[src/rtl/digit_result_filter_pkg.sv]
`default_nettype none
// ============================================================================
// Module   : digit_result_filter_pkg
// Purpose  : Shared types and constants for the digit result filter:
//            publish-state encoding, blanking code, digit range limit,
//            counter widths and saturating-increment helpers.
// Ports    : none (package)
// Revision : 1.0 - initial release
// ============================================================================
package digit_result_filter_pkg;

   typedef enum logic [0:0] {
      ST_BLANK  = 1'b0,
      ST_LOCKED = 1'b1
   } state_t;

   localparam logic [3:0] BLANK_CODE_DEF = 4'hF;
   localparam logic [3:0] MAX_DIGIT      = 4'd9;
   localparam int         MATCH_W        = 4;
   localparam int         MISS_W         = 8;

   function automatic logic [MATCH_W-1:0] match_inc(input logic [MATCH_W-1:0] v);
      return (&v) ? v : v + MATCH_W'(1);
   endfunction

   function automatic logic [MISS_W-1:0] miss_inc(input logic [MISS_W-1:0] v);
      return (&v) ? v : v + MISS_W'(1);
   endfunction

endpackage : digit_result_filter_pkg
`default_nettype wire

[src/rtl/digit_result_filter_frame_capture.sv]
`default_nettype none
// ============================================================================
// Module   : digit_frame_capture
// Purpose  : Accumulates the recognition core's detections over one frame.
//            Out-of-range digits are discarded; the last valid detection in
//            a frame wins. Capture clears on the cycle after frame end.
// Ports    : i_clk, i_rst          - clock, async active-high reset
//            i_frame_end           - end-of-frame pulse
//            i_det_valid/i_det_digit - raw detection strobe and digit
//            o_frame_has_det       - frame contains a valid detection
//            o_frame_digit         - digit of that detection
// Revision : 1.0 - initial release
// ============================================================================
module digit_frame_capture
   import digit_result_filter_pkg::*;
(
   input  logic       i_clk,
   input  logic       i_rst,
   input  logic       i_frame_end,
   input  logic       i_det_valid,
   input  logic [3:0] i_det_digit,
   output logic       o_frame_has_det,
   output logic [3:0] o_frame_digit
);

   logic       r_has_det;
   logic [3:0] r_digit;
   logic       w_take;

   assign w_take = i_det_valid && (i_det_digit <= MAX_DIGIT);

   always_ff @(posedge i_clk or posedge i_rst) begin
      if (i_rst) begin
         r_has_det <= 1'b0;
         r_digit   <= 4'd0;
      end else if (i_frame_end) begin
         r_has_det <= 1'b0;
         r_digit   <= 4'd0;
      end else if (w_take) begin
         r_has_det <= 1'b1;
         r_digit   <= i_det_digit;
      end
   end

   // A detection coincident with frame_end belongs to the ending frame, so
   // the evaluated view merges the live strobe over the stored capture.
   assign o_frame_has_det = r_has_det | w_take;
   assign o_frame_digit   = w_take ? i_det_digit : r_digit;

endmodule : digit_frame_capture
`default_nettype wire

[src/rtl/digit_result_filter.sv]
`default_nettype none
// ============================================================================
// Module   : digit_result_filter
// Purpose  : Debounces per-frame digit classifications before they reach the
//            seven-segment driver. A digit is published after STABLE_CNT
//            consecutive matching frames; the display blanks after
//            TIMEOUT_FRAMES consecutive empty frames (0 disables timeout).
//            Optional macro DIGIT_RESULT_FREEZE_EN adds a 'freeze' input that
//            holds the published result and state while counters still run.
// Ports    : CLK_50M        - 50 MHz system clock
//            RST            - async active-high reset
//            freeze         - (DIGIT_RESULT_FREEZE_EN only) hold outputs
//            frame_end      - end-of-frame pulse
//            det_valid      - detection strobe
//            det_digit      - detected digit
//            result         - published digit or BLANK_CODE
//            result_valid   - high while a digit is published
//            result_changed - one-cycle pulse when result changes
// Revision : 1.0 - initial release
// ============================================================================
module digit_result_filter
   import digit_result_filter_pkg::*;
#(
   parameter int unsigned STABLE_CNT     = 3,
   parameter int unsigned TIMEOUT_FRAMES = 30,
   parameter logic [3:0]  BLANK_CODE     = BLANK_CODE_DEF
) (
   input  logic       CLK_50M,
   input  logic       RST,
`ifdef DIGIT_RESULT_FREEZE_EN
   input  logic       freeze,
`endif
   input  logic       frame_end,
   input  logic       det_valid,
   input  logic [3:0] det_digit,
   output logic [3:0] result,
   output logic       result_valid,
   output logic       result_changed
);

   localparam logic [MATCH_W-1:0] c_STABLE_CNT = MATCH_W'(STABLE_CNT);
   localparam logic [MISS_W-1:0]  c_TIMEOUT    = MISS_W'(TIMEOUT_FRAMES);
   localparam bit                 c_TIMEOUT_EN = (TIMEOUT_FRAMES != 0);

   state_t               r_state, w_state_nxt;
   logic [3:0]           r_result, w_result_nxt;
   logic                 r_valid, w_valid_nxt;
   logic                 r_changed, w_changed_nxt;
   logic [3:0]           r_cand, w_cand_nxt;
   logic [MATCH_W-1:0]   r_match, w_match_nxt;
   logic [MISS_W-1:0]    r_miss, w_miss_nxt;

   logic                 w_has_det;
   logic [3:0]           w_digit;
   logic                 w_freeze;
   logic [MATCH_W-1:0]   w_track_cnt;
   logic [MISS_W-1:0]    w_miss_inc;
   logic                 w_stable;
   logic                 w_timeout;

`ifdef DIGIT_RESULT_FREEZE_EN
   assign w_freeze = freeze;
`else
   assign w_freeze = 1'b0;
`endif

   digit_frame_capture u_capture (
      .i_clk           (CLK_50M),
      .i_rst           (RST),
      .i_frame_end     (frame_end),
      .i_det_valid     (det_valid),
      .i_det_digit     (det_digit),
      .o_frame_has_det (w_has_det),
      .o_frame_digit   (w_digit)
   );

   // Candidate tracking: a repeat of the candidate extends the run, anything
   // else restarts it at one.
   assign w_track_cnt = (w_digit == r_cand) ? match_inc(r_match) : MATCH_W'(1);
   assign w_miss_inc  = miss_inc(r_miss);
   // '>=' rather than '==' so a threshold reached while frozen stays pending
   // and fires on the first unfrozen frame.
   assign w_stable    = (w_track_cnt >= c_STABLE_CNT);
   assign w_timeout   = c_TIMEOUT_EN && (w_miss_inc >= c_TIMEOUT);

   // ---------------------------------------------------------------- state reg
   always_ff @(posedge CLK_50M or posedge RST) begin
      if (RST) begin
         r_state <= ST_BLANK;
      end else begin
         r_state <= w_state_nxt;
      end
   end

   // ---------------------------------------------------------- datapath regs
   always_ff @(posedge CLK_50M or posedge RST) begin
      if (RST) begin
         r_result  <= BLANK_CODE;
         r_valid   <= 1'b0;
         r_changed <= 1'b0;
         r_cand    <= 4'd0;
         r_match   <= '0;
         r_miss    <= '0;
      end else begin
         r_result  <= w_result_nxt;
         r_valid   <= w_valid_nxt;
         r_changed <= w_changed_nxt;
         r_cand    <= w_cand_nxt;
         r_match   <= w_match_nxt;
         r_miss    <= w_miss_nxt;
      end
   end

   // --------------------------------------------------------- next-state comb
   always_comb begin
      w_state_nxt   = r_state;
      w_result_nxt  = r_result;
      w_valid_nxt   = r_valid;
      w_changed_nxt = 1'b0;
      w_cand_nxt    = r_cand;
      w_match_nxt   = r_match;
      w_miss_nxt    = r_miss;

      if (frame_end) begin
         case (r_state)
            ST_BLANK: begin
               if (w_has_det) begin
                  w_cand_nxt  = w_digit;
                  w_match_nxt = w_track_cnt;
                  if (w_stable && !w_freeze) begin
                     w_state_nxt   = ST_LOCKED;
                     w_result_nxt  = w_digit;
                     w_valid_nxt   = 1'b1;
                     w_changed_nxt = (w_digit != r_result);
                     w_match_nxt   = '0;
                  end
               end else begin
                  w_match_nxt = '0;
               end
            end

            ST_LOCKED: begin
               if (w_has_det) begin
                  w_miss_nxt = '0;
                  if (w_digit == r_result) begin
                     w_match_nxt = '0;
                  end else begin
                     w_cand_nxt  = w_digit;
                     w_match_nxt = w_track_cnt;
                     if (w_stable && !w_freeze) begin
                        w_result_nxt  = w_digit;
                        w_changed_nxt = 1'b1;
                        w_match_nxt   = '0;
                     end
                  end
               end else begin
                  w_match_nxt = '0;
                  w_miss_nxt  = w_miss_inc;
                  if (w_timeout && !w_freeze) begin
                     w_state_nxt   = ST_BLANK;
                     w_result_nxt  = BLANK_CODE;
                     w_valid_nxt   = 1'b0;
                     w_changed_nxt = (r_result != BLANK_CODE);
                     w_miss_nxt    = '0;
                  end
               end
            end

            default: begin
               w_state_nxt = ST_BLANK;
            end
         endcase
      end
   end

   // -------------------------------------------------------------- output comb
   always_comb begin
      result         = r_result;
      result_valid   = r_valid;
      result_changed = r_changed;
   end

endmodule : digit_result_filter
`default_nettype wire

[config.mk]
export PLATFORM = sky130hd
export DESIGN_NAME = digit_result_filter
export DESIGN_NICKNAME = d
export VERILOG_FILES = /design/src/rtl/digit_result_filter_pkg.sv /design/src/rtl/digit_result_filter_frame_capture.sv /design/src/rtl/digit_result_filter.sv
export SDC_FILE = /design/constraint.sdc
export NUM_CORES = 1
export LEC_CHECK = 0
export ABC_AREA = 1
export BUFFER_PORTS_ARGS = -buffer_cell sky130_fd_sc_hd__buf_2
export CAP_MARGIN = 20
export CORE_MARGIN = 2
export CORE_UTILIZATION = 43
export CTS_CLUSTER_DIAMETER = 40
export DETAILED_ROUTE_END_ITERATION = 8
export GPL_ROUTABILITY_DRIVEN = 0
export HOLD_SLACK_MARGIN = 0.02
export SLEW_MARGIN = 10
export SYNTH_ARGS = -nofsm -noshare
export SYNTH_HDL_FRONTEND = slang
export SYNTH_HIERARCHICAL = 1
export SYNTH_SLANG_ARGS = --single-unit
export TNS_END_PERCENT = 10
[constraint.sdc]
create_clock -name CLK_50M -period 2 [get_ports CLK_50M]
set_input_delay 0.3 -clock CLK_50M [delete_from_list [all_inputs] [get_ports CLK_50M]]
set_output_delay 0.3 -clock CLK_50M [all_outputs]
set_load 0.005 [all_outputs]
==> results of run 1 <==
## through the flow
step / power [W] / area (um^2) / hold WS, ns
CTS: 0.00186 / 1960 / 0.320
global route: 0.00202 / 1960 / 0.339
global placement: 0.00152 / 1910 / 0.222
finish: 0.00184 / 1960 / 0.325
floorplan: 0.00133 / 1760 / 0.0785
detailed placement: 0.00153 / 1910 / 0.224
## where the power goes
| part | internal (W) | switching, W | total [W] | leakage [nW] |
|---|---|---|---|---|
| Sequential | 0.000729 | 0.000151 | 0.000880 | 0.363 |
| Clock | 0.000143 | 0.000182 | 0.000325 | 0.0228 |
| Combinational | 0.000260 | 0.000379 | 0.000638 | 0.685 |
## worst max-delay path: stages, from the launching register on
cell and delay, ns:
dfrtp_1 0.37, inv_1 0.05, nand3_1 0.07, nand2_1 0.09, inv_1 0.09, xor2_1 0.15
nor2_1 0.19, nand4_1 0.17, nand2_2 0.18, nand3_1 0.13, o21ai_1 0.18
## final cells by class
class | instances | area [um^2] | share of cell area
Clock buffer | 4 | 45.0 | 0.0230
Inverter | 37 | 140 | 0.0715
Tap cell | 50 | 62.6 | 0.0319
Multi-Input combinational cell | 174 | 910 | 0.464
Sequential cell | 28 | 706 | 0.360
Timing Repair Buffer | 17 | 97.6 | 0.0498
## metal layers
layer,vias up,global-route usage
li1,800,-
met1,687,0.267
met2,26,0.282
met3,5,0.0247
met4,0,0.0450
met5,-,0
## how the worst min path moves through the flow
stage                 startpoint  slack [ns]  depth (start not counted)                        endpoint
global route        det_digit[1]        0.34                          3  u_capture/r_digit[1]$_DFF_PP0_
CTS                 det_digit[1]        0.32                          3  u_capture/r_digit[1]$_DFF_PP0_
detailed placement           RST        0.22                          2  u_capture/r_digit[1]$_DFF_PP0_
global placement             RST        0.22                          2  u_capture/r_digit[1]$_DFF_PP0_
finish              det_digit[2]        0.33                          3  u_capture/r_digit[2]$_DFF_PP0_
floorplan                    RST        0.08                          1  u_capture/r_digit[0]$_DFF_PP0_
## cells in the mapped netlist, types with 2 or more instances
library cell	count	area [um^2]
o21ai_0	8	40.0
o22ai_1	4	25.0
nand2_2	7	43.8
nand3_1	28	140
nand4_1	6	37.5
o21ai_1	2	10.0
xor2_1	7	61.3
nor2_4	3	33.8
dfrtp_1	24	601
nor2_1	19	71.3
inv_1	36	135
nand2_1	71	267
o21bai_1	2	15.0
dfstp_2	4	105
a21oi_1	3	15.0
ha_1	5	62.6
## repair_timing
| item | 4_1_cts | 5_1_grt |
|---|---|---|
| endpoints found under the hold margin | 5 | 0 |
| hold buffers | 1 | 0 |
| endpoints found under the setup margin | 0 | 0 |
## sequential cells by signal, indices dropped and copies added, names as in the netlist
signal / count
result: 4
r_match: 4
result_changed: 1
u_capture/r_digit: 4
r_miss: 8
r_state: 1
u_capture/r_has_det: 1
r_cand: 4
result_valid: 1
## cell families after synthesis
family,Yosys count
simple gates,142
flops,28
compound gates,20
fa+ha+maj,5
buf+inv,38
xor+xnor,7
==> flow_summary.yaml, run 1 <==
global_routing:
  grt_pass1_vias: 1440
  grt_max_degree: 16
  grt_usage: 0.182
  grt_pass1_wl_um: 6370
  antenna_found_initial: 0
  grt_overflow: 0
route:
  firstDrtPassIters: 4
  vias: 1518
  routed_via_density: 4.90
  highest_layer: "met4"
  wirelength_met1_um: 1840
  post-route-drc-count: 0
  drtIter0Drc: 75
  met2_length_um: 1510
  ant_nets: 0
  wirelength_um: 3530
  wl_met3_um: 137
  post_drt_wl_per_cell_um: 11.4
sta:
  rsz0062_at_grt: "no"
  fin_crit_ns: 1.73
  finalSetupTns_ns: 0
  finalCritPeriodShare: 0.863
  fmax_mhz: 579
  fin_ws_ns: 0.273
  hold_viol_final: 0
  setup_viol: 0
  worstMarginPinSlew_ns: 0.456
  skew_ns: 0.00773
  max_slew_margin: 0.696
  drv_slew: 0
setup_path:
  timing.critical_path.to: "result_changed$_DFF_PP0_"
  critPathMaxFanout: 8
  crit_required_ns: 2.20
  startpoint_type: "register"
  cp-end-kind: "register"
  crit-reg2reg-launch: "u_capture/r_digit[0]$_DFF_PP0_"
  r2r-end: "result_changed$_DFF_PP0_"
  crit_type: "register to register"
  r2r_cells: 10
  critPathLaunch: "u_capture/r_digit[0]$_DFF_PP0_"
  worst_ep_arrival_time_ns: 1.93
  rrSetupSlack_ns: 0.27
clocking:
  numCtsBuffers: 3
  cts_tree: "done"
  insertion_delay_ns: 0.28
  numClockSinks: 28
  path_clk_slew_ns: 0.10
  post_cts_buffers: 0
  root_buffer: "clkbuf_8"
  htree_levels: 1
  clk_path_buf_depth: 2
  postCtsResizedCells: 0
floorplan:
  core.rowCount: 23
  initial_core_util: 0.443
  die_w_um: 68.0
  die_area_mm2: 0.00462
  die_y_um: 68.0
  boundaryPins: 14
  core_mm2: 0.00397
power_and_ir_drop:
  ir_drop_mv: 0.632
  power_density_mw_per_mm2: 940
  p_leak_nw: 1.07
placement:
  dp.cells: 305
  port_buffers: 13
  post-place-ws_ns: -0.00884
  dpl.hpwl_um: 2770
synth:
  ys.flop_type: "dfrtp_1"
  async_flop_share: 1.00
  synthMuxAreaShare: 0
  synth-compound-area-share: 0.0640
  synth_nets: 253
  yosysSeqAreaShare: 0.401
  postSynthCellCount: 240
  synth_top_family_by_area: "simple AND/OR/NAND/NOR gates"
  ys_ff_latch: 28
  synthSimpleGateAreaFrac: 0.382
  synth_fa_ha_area_frac: 0.0355
  synth-edff-count: 0
  post_synth.cell_area_avg_um2: 7.34
  syn-cell-area_mm2: 0.00176
  ys_types: 27
  synth_xor_xnor_area_share: 0.0348
  synth-warning-count: 6
cells_and_area:
  synthToLayoutAreaGrowth_pct: 11.4
  final_cell_count_no_fill: 310
  final_nets: 274
  layout-drive-gt1-share: 0.146
  diodes: 0
  final_common_cell: "nand2_1"
  fin_util: 0.494
  mostFrequentLayoutCells: "nand2_1, inv_1, nand3_1, dfrtp_1, nor2_1"
  fill_cells: 410
outcome:
  status: "complete, no violations"
job:
  drv_cap: 0
hold_path:
  hold_path_class: "input pin to register"
(Power assumes the default switching activity.)
==> run 2: changes to the inputs <==
MAX_ROUTING_LAYER = met4   (was default)
==> flow_summary.yaml, run 2 (synthesized netlist as in run 1, its figures left out) <==
cells_and_area:
  diodes: 0
  fin_util: 0.494
  final_common_cell: "nand2_1"
  fill_cells: 410
  top_register: "r_miss"
  synthToLayoutAreaGrowth_pct: 11.4
  final_nets: 274
  largest_reg_flops: 8
  layout-drive-gt1-share: 0.146
  final_cell_area_mm2: 0.00196
  mostFrequentLayoutCells: "nand2_1, inv_1, nand3_1, dfrtp_1, nor2_1"
floorplan:
  die_area_mm2: 0.00462
  die_w_um: 68.0
  core_mm2: 0.00397
  die_y_um: 68.0
  initial_core_util: 0.443
  core.rowCount: 23
  boundaryPins: 14
hold_path:
  hold_path_end: "u_capture/r_digit[2]$_DFF_PP0_"
  holdCritStartpoint: "det_digit[2]"
  whs_path_depth: 3
  hold_path_class: "input pin to register"
setup_path:
  crit-reg2reg-launch: "u_capture/r_digit[0]$_DFF_PP0_"
  cp-end-kind: "register"
  startpoint_type: "register"
  rrSetupSlack_ns: 0.27
  crit_type: "register to register"
  critPathMaxFanout: 8
  r2r_cells: 10
  worst_ep_arrival_time_ns: 1.93
  crit_required_ns: 2.20
  r2r-end: "result_changed$_DFF_PP0_"
clocking:
  cts_tree: "done"
  clk_path_buf_depth: 2
  numCtsBuffers: 3
  numClockSinks: 28
  htree_levels: 1
  path_clk_slew_ns: 0.10
  insertion_delay_ns: 0.28
  root_buffer: "clkbuf_8"
  postCtsResizedCells: 0
sta:
  fin_crit_ns: 1.73
  max_slew_margin: 0.695
  finalCritPeriodShare: 0.863
  worstMarginPinSlew_ns: 0.457
  setup_viol: 0
  rsz0062_at_grt: "no"
  finalSetupTns_ns: 0
  skew_ns: 0.00752
  fin_ws_ns: 0.273
  hold_viol_final: 0
  drv_slew: 0
  fmax_mhz: 579
power_and_ir_drop:
  combPwrFrac: 0.346
  clockPowerShare: 0.176
  cellInternalPower_w: 0.00113
  power_density_mw_per_mm2: 941
  p_sw_frac: 0.386
  p_leak_nw: 1.07
  power_frac_seq: 0.477
  power_switching_w: 0.000712
  ir_drop_mv: 0.632
route:
  post-route-drc-count: 0
  wirelength_um: 3520
  firstDrtPassIters: 4
  ant_nets: 0
  drtIter0Drc: 71
  post_drt_wl_per_cell_um: 11.4
  vias: 1524
  routed_via_density: 4.92
global_routing:
  grt_max_degree: 16
  grt_overflow: 0
  grt_pass1_wl_um: 6380
  grt_usage: 0.187
  grt_pass1_vias: 1441
  antenna_found_initial: 0
placement:
  post-place-ws_ns: -0.00884
  port_buffers: 13
  dpl.hpwl_um: 2770
  placedInstanceArea_mm2: 0.00191
outcome:
  status: "complete, no violations"
job:
  drv_cap: 0
run 2: cell counts in the layout (fill, tap and decap cells not counted):
Identical to the previous run, type by type.
run 2: worst max-delay path, cell delays in order (launching register included):
cell	delay, ns
dfrtp_1	0.37
inv_1	0.05
nand3_1	0.07
nand2_1	0.08
inv_1	0.09
xor2_1	0.15
nor2_1	0.19
nand4_1	0.17
nand2_2	0.19
nand3_1	0.13
o21ai_1	0.17
run 2: area by class of cell:
cell class	instances	area [um^2]	share of cell area
clock buffers	4	45.0	0.0230
inverters	37	140	0.0715
well taps	50	62.6	0.0319
flip-flops and latches	28	706	0.360
multi-input cells	174	910	0.464
repair buffers	17	97.6	0.0498
run 2: power by group through the flow:
stage | clock network, W | registers [W] | logic (W)
floorplan | 0 | 0.000859 | 0.000475
global placement | 0 | 0.000893 | 0.000631
detailed placement | 0 | 0.000892 | 0.000640
CTS | 0.000334 | 0.000881 | 0.000645
global route | 0.000362 | 0.000903 | 0.000752
finish | 0.000325 | 0.000880 | 0.000639
run 2: per-stage QoR:
step	power (W)	hold WS [ns]	instances
floorplan	0.00133	0.0785	240
global placement	0.00152	0.222	305
detailed placement	0.00153	0.224	305
CTS	0.00186	0.320	310
global route	0.00202	0.339	310
finish	0.00184	0.325	310
run 2: layer usage:
| layer | GRT usage | vias up | wire length (um) |
|---|---|---|---|
| met5 | - | - | 0 |
| met4 | 0.0450 | 0 | 33 |
| met3 | 0.0247 | 4 | 121 |
| met2 | 0.282 | 25 | 1520 |
| met1 | 0.267 | 695 | 1850 |
| li1 | - | 800 | - |
run 2: worst max path at each step:
stage	startpoint	endpoint	slack (ns)	cells past startpoint
floorplan	det_digit[1]	r_match[0]$_DFFE_PP0P_	0.41	11
global placement	det_digit[1]	result_changed$_DFF_PP0_	-0.004	11
detailed placement	det_digit[1]	result_changed$_DFF_PP0_	-0.009	11
CTS	u_capture/r_digit[0]$_DFF_PP0_	result_changed$_DFF_PP0_	0.28	10
global route	u_capture/r_digit[3]$_DFF_PP0_	result_changed$_DFF_PP0_	0.07	8
finish	u_capture/r_digit[0]$_DFF_PP0_	result_changed$_DFF_PP0_	0.27	10
run 2: timing repair:
item / 4_1_cts / 5_1_grt
hold buffers: 1 / 0
hold endpoints to repair: 5 / 0
setup buffers: 0 / 0
